File: config.mk
export PLATFORM = sky130hd
export DESIGN_NAME = pipe_stage_reg_flat
export DESIGN_NICKNAME = d
export VERILOG_FILES = /design/src/rtl/pipe_stage_reg_if.sv /design/src/rtl/pipe_stage_reg.sv /design/src/flat_wrapper.sv
export SDC_FILE = /design/constraint.sdc
export NUM_CORES = 1
export LEC_CHECK = 0
export ABC_AREA = 1
export BUFFER_PORTS_ARGS = -buffer_cell sky130_fd_sc_hd__buf_2
export CAP_MARGIN = 20
export CORE_ASPECT_RATIO = 0.7
export CORE_MARGIN = 3
export CORE_UTILIZATION = 39
export CTS_BUF_LIST = sky130_fd_sc_hd__clkbuf_8 sky130_fd_sc_hd__clkbuf_16
export DETAILED_ROUTE_END_ITERATION = 12
export GPL_TIMING_DRIVEN = 0
export MAX_ROUTING_LAYER = met4
export PLACE_DENSITY = 0.76
export SLEW_MARGIN = 20
export SYNTH_ARGS = -nofsm -noshare
export SYNTH_HDL_FRONTEND = slang
export SYNTH_SLANG_ARGS = --single-unit
File: constraint.sdc
create_clock -name Clock -period 0.8 [get_ports Clock]
set_input_delay 0 -clock Clock [delete_from_list [all_inputs] [get_ports Clock]]
set_output_delay 0 -clock Clock [all_outputs]
set_load 0.1 [all_outputs]
File: src/rtl/pipe_stage_reg_if.sv
// Bus bundle for one inter-stage pipeline register: upstream fields in, stored fields out.
// master = upstream/downstream side, slave = the register itself.
interface pipe_stage_reg_if #(
    parameter int PAYLOAD_W = 96,
    parameter int TNEW_W    = 2
);
    logic                 Stall_In;
    logic                 Flush_In;
    logic                 Valid_In;
    logic [31:0]          IR_In;
    logic [31:0]          PC_In;
    logic [PAYLOAD_W-1:0] Payload_In;
    logic [4:0]           A3_In;
    logic [TNEW_W-1:0]    Tnew_In;

    logic                 Valid_Out;
    logic [31:0]          IR_Out;
    logic [31:0]          PC_Out;
    logic [PAYLOAD_W-1:0] Payload_Out;
    logic [4:0]           A3_Out;
    logic [TNEW_W-1:0]    Tnew_Out;

    modport master (
        output Stall_In, Flush_In, Valid_In, IR_In, PC_In, Payload_In, A3_In, Tnew_In,
        input  Valid_Out, IR_Out, PC_Out, Payload_Out, A3_Out, Tnew_Out
    );

    modport slave (
        input  Stall_In, Flush_In, Valid_In, IR_In, PC_In, Payload_In, A3_In, Tnew_In,
        output Valid_Out, IR_Out, PC_Out, Payload_Out, A3_Out, Tnew_Out
    );
endinterface

File: src/rtl/pipe_stage_reg.sv
// Generic pipeline boundary register with valid, stall, flush and saturating Tnew countdown.
// Optional stall/bubble counters are enabled with the macro PIPE_STAGE_PERF_EN.
module pipe_stage_reg #(
    parameter int          PAYLOAD_W     = 96,
    parameter int          TNEW_W        = 2,
    parameter int          TNEW_DEC      = 1,
    parameter logic [31:0] RESET_PC      = 32'h0000_3000,
    parameter bit          FLUSH_KEEP_PC = 1'b1,
    parameter int          CNT_W         = 32
) (
    input  logic             Clock,
    input  logic             Reset,
`ifdef PIPE_STAGE_PERF_EN
    output logic [CNT_W-1:0] Stall_Cnt,
    output logic [CNT_W-1:0] Bubble_Cnt,
`endif
    pipe_stage_reg_if.slave  bus
);

    function automatic logic [TNEW_W-1:0] tnew_sat_dec(input logic [TNEW_W-1:0] t);
        if (int'(t) >= TNEW_DEC) return t - TNEW_W'(TNEW_DEC);
        return '0;
    endfunction

    // Declaration initialisers give the same power-up state as reset.
    logic                 valid_q   = 1'b0;
    logic [31:0]          ir_q      = '0;
    logic [31:0]          pc_q      = RESET_PC;
    logic [PAYLOAD_W-1:0] payload_q = '0;
    logic [4:0]           a3_q      = '0;
    logic [TNEW_W-1:0]    tnew_q    = '0;

    logic                 valid_d;
    logic [31:0]          ir_d;
    logic [31:0]          pc_d;
    logic [PAYLOAD_W-1:0] payload_d;
    logic [4:0]           a3_d;
    logic [TNEW_W-1:0]    tnew_d;

    always_comb begin
        valid_d   = valid_q;
        ir_d      = ir_q;
        pc_d      = pc_q;
        payload_d = payload_q;
        a3_d      = a3_q;
        tnew_d    = tnew_q;
        if (bus.Flush_In) begin
            valid_d   = 1'b0;
            ir_d      = '0;
            payload_d = '0;
            a3_d      = '0;
            tnew_d    = '0;
            pc_d      = FLUSH_KEEP_PC ? bus.PC_In : pc_q;
        end else if (!bus.Stall_In) begin
            pc_d = bus.PC_In;
            if (bus.Valid_In) begin
                valid_d   = 1'b1;
                ir_d      = bus.IR_In;
                payload_d = bus.Payload_In;
                a3_d      = bus.A3_In;
                tnew_d    = tnew_sat_dec(bus.Tnew_In);
            end else begin
                // Bubble: A3 must be cleared so a dead slot never matches in forwarding.
                valid_d   = 1'b0;
                ir_d      = '0;
                payload_d = '0;
                a3_d      = '0;
                tnew_d    = '0;
            end
        end
    end

    always_ff @(posedge Clock) begin
        if (!Reset) begin
            valid_q   <= 1'b0;
            ir_q      <= '0;
            pc_q      <= RESET_PC;
            payload_q <= '0;
            a3_q      <= '0;
            tnew_q    <= '0;
        end else begin
            valid_q   <= valid_d;
            ir_q      <= ir_d;
            pc_q      <= pc_d;
            payload_q <= payload_d;
            a3_q      <= a3_d;
            tnew_q    <= tnew_d;
        end
    end

    assign bus.Valid_Out   = valid_q;
    assign bus.IR_Out      = ir_q;
    assign bus.PC_Out      = pc_q;
    assign bus.Payload_Out = payload_q;
    assign bus.A3_Out      = a3_q;
    assign bus.Tnew_Out    = tnew_q;

`ifdef PIPE_STAGE_PERF_EN
    function automatic logic [CNT_W-1:0] cnt_sat_inc(input logic [CNT_W-1:0] c);
        return (&c) ? c : c + CNT_W'(1);
    endfunction

    logic [CNT_W-1:0] stall_cnt_q  = '0;
    logic [CNT_W-1:0] bubble_cnt_q = '0;
    logic [CNT_W-1:0] stall_cnt_d;
    logic [CNT_W-1:0] bubble_cnt_d;

    always_comb begin
        stall_cnt_d  = stall_cnt_q;
        bubble_cnt_d = bubble_cnt_q;
        if (!bus.Flush_In && bus.Stall_In)
            stall_cnt_d = cnt_sat_inc(stall_cnt_q);
        if (bus.Flush_In || (!bus.Stall_In && !bus.Valid_In))
            bubble_cnt_d = cnt_sat_inc(bubble_cnt_q);
    end

    always_ff @(posedge Clock) begin
        if (!Reset) begin
            stall_cnt_q  <= '0;
            bubble_cnt_q <= '0;
        end else begin
            stall_cnt_q  <= stall_cnt_d;
            bubble_cnt_q <= bubble_cnt_d;
        end
    end

    assign Stall_Cnt  = stall_cnt_q;
    assign Bubble_Cnt = bubble_cnt_q;
`else
    // Counters absent in this build.
`endif

endmodule
File: src/flat_wrapper.sv
// flat-port wrapper written by rule: the top's interface ports become plain ports
module pipe_stage_reg_flat 
#(
    parameter int          PAYLOAD_W     = 96,
    parameter int          TNEW_W        = 2,
    parameter int          TNEW_DEC      = 1,
    parameter logic [31:0] RESET_PC      = 32'h0000_3000,
    parameter bit          FLUSH_KEEP_PC = 1'b1,
    parameter int          CNT_W         = 32
)
  (Clock, Reset, bus_Stall_In, bus_Flush_In, bus_Valid_In, bus_IR_In, bus_PC_In, bus_Payload_In, bus_A3_In, bus_Tnew_In, bus_Valid_Out, bus_IR_Out, bus_PC_Out, bus_Payload_Out, bus_A3_Out, bus_Tnew_Out);
  pipe_stage_reg_if #(.PAYLOAD_W(PAYLOAD_W), .TNEW_W(TNEW_W)) bus_i ();
  input  logic Clock;
  input  logic Reset;
  input wire logic [$bits(bus_i.Stall_In)-1:0] bus_Stall_In;
  input wire logic [$bits(bus_i.Flush_In)-1:0] bus_Flush_In;
  input wire logic [$bits(bus_i.Valid_In)-1:0] bus_Valid_In;
  input wire logic [$bits(bus_i.IR_In)-1:0] bus_IR_In;
  input wire logic [$bits(bus_i.PC_In)-1:0] bus_PC_In;
  input wire logic [$bits(bus_i.Payload_In)-1:0] bus_Payload_In;
  input wire logic [$bits(bus_i.A3_In)-1:0] bus_A3_In;
  input wire logic [$bits(bus_i.Tnew_In)-1:0] bus_Tnew_In;
  output wire logic [$bits(bus_i.Valid_Out)-1:0] bus_Valid_Out;
  output wire logic [$bits(bus_i.IR_Out)-1:0] bus_IR_Out;
  output wire logic [$bits(bus_i.PC_Out)-1:0] bus_PC_Out;
  output wire logic [$bits(bus_i.Payload_Out)-1:0] bus_Payload_Out;
  output wire logic [$bits(bus_i.A3_Out)-1:0] bus_A3_Out;
  output wire logic [$bits(bus_i.Tnew_Out)-1:0] bus_Tnew_Out;
  assign bus_i.Stall_In = bus_Stall_In;
  assign bus_i.Flush_In = bus_Flush_In;
  assign bus_i.Valid_In = bus_Valid_In;
  assign bus_i.IR_In = bus_IR_In;
  assign bus_i.PC_In = bus_PC_In;
  assign bus_i.Payload_In = bus_Payload_In;
  assign bus_i.A3_In = bus_A3_In;
  assign bus_i.Tnew_In = bus_Tnew_In;
  assign bus_Valid_Out = bus_i.Valid_Out;
  assign bus_IR_Out = bus_i.IR_Out;
  assign bus_PC_Out = bus_i.PC_Out;
  assign bus_Payload_Out = bus_i.Payload_Out;
  assign bus_A3_Out = bus_i.A3_Out;
  assign bus_Tnew_Out = bus_i.Tnew_Out;
  pipe_stage_reg #(.PAYLOAD_W(PAYLOAD_W), .TNEW_W(TNEW_W), .TNEW_DEC(TNEW_DEC), .RESET_PC(RESET_PC), .FLUSH_KEEP_PC(FLUSH_KEEP_PC), .CNT_W(CNT_W)) u_core (.Clock(Clock), .Reset(Reset), .bus(bus_i));
endmodule
### After elaboration in Yosys (flattened, before gate mapping)

Cells that the tools add are included.

| storage, ports and cells | value |
|---|---|
| bits of input ports | 172 |
| register bits | 168 |
| output and inout port bits | 168 |
| logic and storage cells | 24 |

| cells by class | value |
|---|---|
| equal/unequal tests | 1 |
| reduce and logical (&&, ||, !) cells | 1 |
| bitwise operators | 1 |
| $lt $le $gt $ge | 1 |
| multiplexer cells | 13 |
| $add $sub $neg | 1 |

Operator list:

| kind | count |
|---|---|
| 32-bit 2-to-1 mux | 3 |
| 96-bit 2-to-1 mux | 1 |
| 2-bit 2-to-1 mux | 3 |
| 1-bit 2-to-1 mux | 5 |
| 5-bit 2-to-1 mux | 1 |
| 2-bit by 1-bit >= comparator with 1-bit output (second input constant) | 1 |
| 2-bit by 1-bit != test with 1-bit output (second input constant) | 1 |
| 2-bit OR reduction | 1 |
| 2-bit by 1-bit subtractor with 2-bit output (second input constant) | 1 |
| 1-bit inverter | 1 |

### Longest topological paths before layout

| depth | value |
|---|---|
| depth after elaboration | 7 |
| depth in mapped cells | 6 |
| depth with buffers taken out | 5 |

### Least setup slack after synthesis

OpenSTA, ideal clock, no wires.

| path | value |
|---|---|
| path type | reg-to-reg |
| from | register, netlist name u_core.bus.PC_Out[0] |
| to | register u_core.pc_q[0] (netlist: u_core.bus.PC_Out[0]) |
| arrival time | 1.218 ns |
| slack | -0.485 ns |
| setup time | 0.067 ns |
| clock period less this slack | 1.285 ns |
| required time | 0.733 ns |
| cell stages (with the launch flop) | 3 |
| buffers on the path | 0 |
| cell sequence | dfxtp_1 > o21ai_0 > nor2_1 |

RTL lines:

| item | RTL line | RTL |
|---|---|---|
| end signal: assignment | pipe_stage_reg.sv:84 | `pc_q <= pc_d;` |
| end: declaration | pipe_stage_reg.sv:28 | `logic [31:0] pc_q = RESET_PC;` |

### Worst setup path in the final report

| path | value |
|---|---|
| from | input bus_Flush_In |
| to | register u_core.pc_q[22] (netlist: u_core.bus.PC_Out[22]) |

| on the way | value |
|---|---|
| cells in the longest elaborated chain, start to end | 1 |
| elaborated cells on any way between the ends | 2 |
| classes of those cells | eq/ne: 1; mux: 1 |

Ends and longest elaborated chain:

| item | RTL line | RTL |
|---|---|---|
| start: declaration | flat_wrapper.sv:16 | `input wire logic [$bits(bus_i.Flush_In)-1:0] bus_Flush_In;` |
| 2-bit by 1-bit != test with 1-bit output (no line) / 32-bit 2-to-1 mux (equally long branches) | n/a |  |

Parallel ways exist; a longest one is shown, timed or not.
A chain may end at the register's enable or synchronous reset.

==> qor.txt <==
status: finished, violations left
failing checks: setup timing
row cnt: 36
Worst-path clk slew: 0.08 ns
CP max stage cell: o21ai_0
Num CTS Buffers: 17
Die H: 107.7 um
clk_lat worst skew: 0.43 ns
detailed placement HPWL: 15.09 mm
initial antenna violation count: 7
first-pass GRT wire length: 50.60 mm
Synth Area in Simple Gates: 0.2244
final net count: 1472
Synth Area in XOR/XNOR: 0
Mapped Cells: 734
post-layout util: 0.9569
Final Hold Viols: 0
Yosys reg bits: 168
Max-Cap Viols: 0
vias in the first global route: 8892
Routed Antenna Nets: 0
worst-path cell chain: buf_2 > inv_1 > nand2_1 > clkbuf_1 > o21ai_0 > nor2_1
post-synth top area share: 0.5833
Arr. time, crit path: 1.77 ns
critical-path maximum fanout: 10
die width: 151.3 um
setup violators final: 284
leakage: 5.533 nW
Initial Utilization: 0.4063
count of cell types in the netlist: 12
htree depth: 4
CTS tree: built
TritonRoute pass-1 iters: 8
post-route insts no fill: 1514
Mapped Area: 0.005766 mm2
RSZ-0062 raised after global routing: yes
main combinational cell family by area after synthesis: simple AND/OR/NAND/NOR gates
Setup crit end kind: register
Synth Area in Compound Gates: 0.1441
Pwr Density: 1713 mW/mm2
Slew HR: 0.3453
port bufs: 338
peak per-stage delay on the critical path: 0.86 ns
wire per inst: 30.55 um
core footprint: 0.01419 mm2
total number of vias: 9491
worst path bufs/invs: 3
Final Slew Violations: 0
Seq/Total Area, Yosys: 0.5833
largest net degree at the start of global routing: 17
Sink Count: 168
Placed Area: 0.008325 mm2
WP data required: 1.07 ns
overall global routing resource usage: 0.4192
shortest period the worst path allows: 1.498 ns
layout cells sized above 1: 0.4912
Setup CP Type: in -> reg
Root Buffer: clkbuf_16
Critical Path Start Type: primary input
HP Class: in -> reg
final wirelength: 46.26 mm
fmax: 667.8 MHz
Clock Path Buffers: 2
syn nets: 906
Tcrit/Tclk final: 1.872
worst-margin pin slew: 0.9718 ns
Via density: 6.269
largest area contributor in the netlist: dfxtp_1
Final Skew: 0 ns
Placer Congestion: 0.8817
Post-Place Cells: 1262
io pins: 340
Die ar.: 0.01630 mm2
synth top area cells: dfxtp_1, nand2_1, a21oi_1
critical path's top delay family: compound AO/OA/AOI/OAI gates
area grow syn2layout: 135.5%
DRC Markers: 0
mux share of post-synthesis cell area: 0
VDD IR max: 1625 uV
Syn Area/Cell: 7.855 um2
Synth Area in Adders: 0
1st-iter DRT viols: 1412
final setup margin: -0.6976 ns
Overflow after GRT: 0
yosys synthesis warning count: 0
design area: 0.01358 mm2
## worst paths after layout
kind / start / end / slack, ns / cells after the start
worst max-delay path: bus_Flush_In / u_core.bus.PC_Out[22] / -0.70 / 6
worst min-delay path: Reset / u_core.bus.PC_Out[30] / 0.17 / 4
worst max register to register: u_core.bus.PC_Out[22] / u_core.bus.PC_Out[22] / -0.67 / 2
worst min register to register: u_core.bus.Payload_Out[38] / u_core.bus.Payload_Out[38] / 0.52 / 2
## cells by family (layout without fill, tap and decap cells)
kind of cell / Yosys count / in the layout
other: 0 / 11
flip-flops: 168 / 168
AND/OR/NAND/NOR: 342 / 342
AO/OA/AOI/OAI: 166 / 166
buffers and inverters: 58 / 637
## power breakdown
group | total (mW) | internal (mW) | switching (mW)
Sequential | 8.60 | 8.23 | 0.368
Clock | 9.03 | 4.72 | 4.31
Combinational | 5.63 | 2.13 | 3.50
## final cells by class
| class | count | area [um2] |
|---|---|---|
| Clock inverter | 15 | 167.7 |
| Timing Repair Buffer | 547 | 6220 |
| Inverter | 5 | 18.77 |
| Sequential cell | 168 | 3991 |
| Antenna cell | 11 | 27.53 |
| Fill cell | 302 | 611.8 |
| Clock buffer | 17 | 425.4 |
| Multi-Input combinational cell | 508 | 2207 |
| Tap cell | 190 | 237.7 |
| Buffer | 53 | 281.5 |
## tightest hold or removal path: stages
cell and delay (ns):
buf_2 0.16, clkbuf_1 0.23, o21ai_0 0.12, nor2_1 0.05
## layer usage
| metal | global-route usage | share of wire | wire length, um | vias up |
|---|---|---|---|---|
| met5 | - | 0 | 0 | - |
| li1 | - | - | - | 3500 |
| met2 | 0.7204 | 0.44 | 20150 | 1172 |
| met3 | 0.1019 | 0.14 | 6280 | 520 |
| met4 | 0.2853 | 0.12 | 5733 | 0 |
| met1 | 0.4219 | 0.30 | 14090 | 4299 |
## cell usage after synthesis
cell type and number:
nand3_1 2, nor2_1 62, buf_4 3, nor2_4 1
dfxtp_1 168, buf_6 1, o21ai_0 30, a21oi_1 136
nand2_1 277, clkbuf_1 16, buf_2 33, inv_1 5
## layout by cell type, fill, tap and decap left out, drive strengths merged
cell type,instances
clkinv,5
bufinv,2
nor2,63
inv,13
a21oi,136
diode,11
dfxtp,168
clkbuf,38
nand3,2
buf,411
o21ai,30
dlygate4sd3,168
nand2,277
## flip-flops by register name, indices dropped and copies added, names as in the netlist
name / count
u_core.bus.A3_Out: 5
u_core.bus.IR_Out: 32
u_core.bus.PC_Out: 32
u_core.bus.Payload_Out: 96
u_core.bus.Tnew_Out: 2
u_core.bus.Valid_Out: 1
## per-stage QoR
step,hold slack (ns),total power [mW],setup WS (ns),TNS (ns)
finish,0.1733,23.26,-0.6976,-41.40
global route,0.1828,23.50,-0.7033,-41.66
CTS,0.04715,21.82,-0.1738,-25.75
detailed placement,0.2207,11.97,-0.4436,-45.85
global placement,0.2102,11.94,-0.3882,-41.72
floorplan,0.1255,11.07,-0.1515,-0.1515
## what timing repair did
action	4_1_cts	5_1_grt
cloned	0	0
hold buffers	168	0
resized for setup	672	49
setup endpoints to repair	171	220
hold endpoints to repair	167	0
pin swaps	1	6
buffers inserted	7	34
Note: power is estimated with default switching activity, not from simulation.
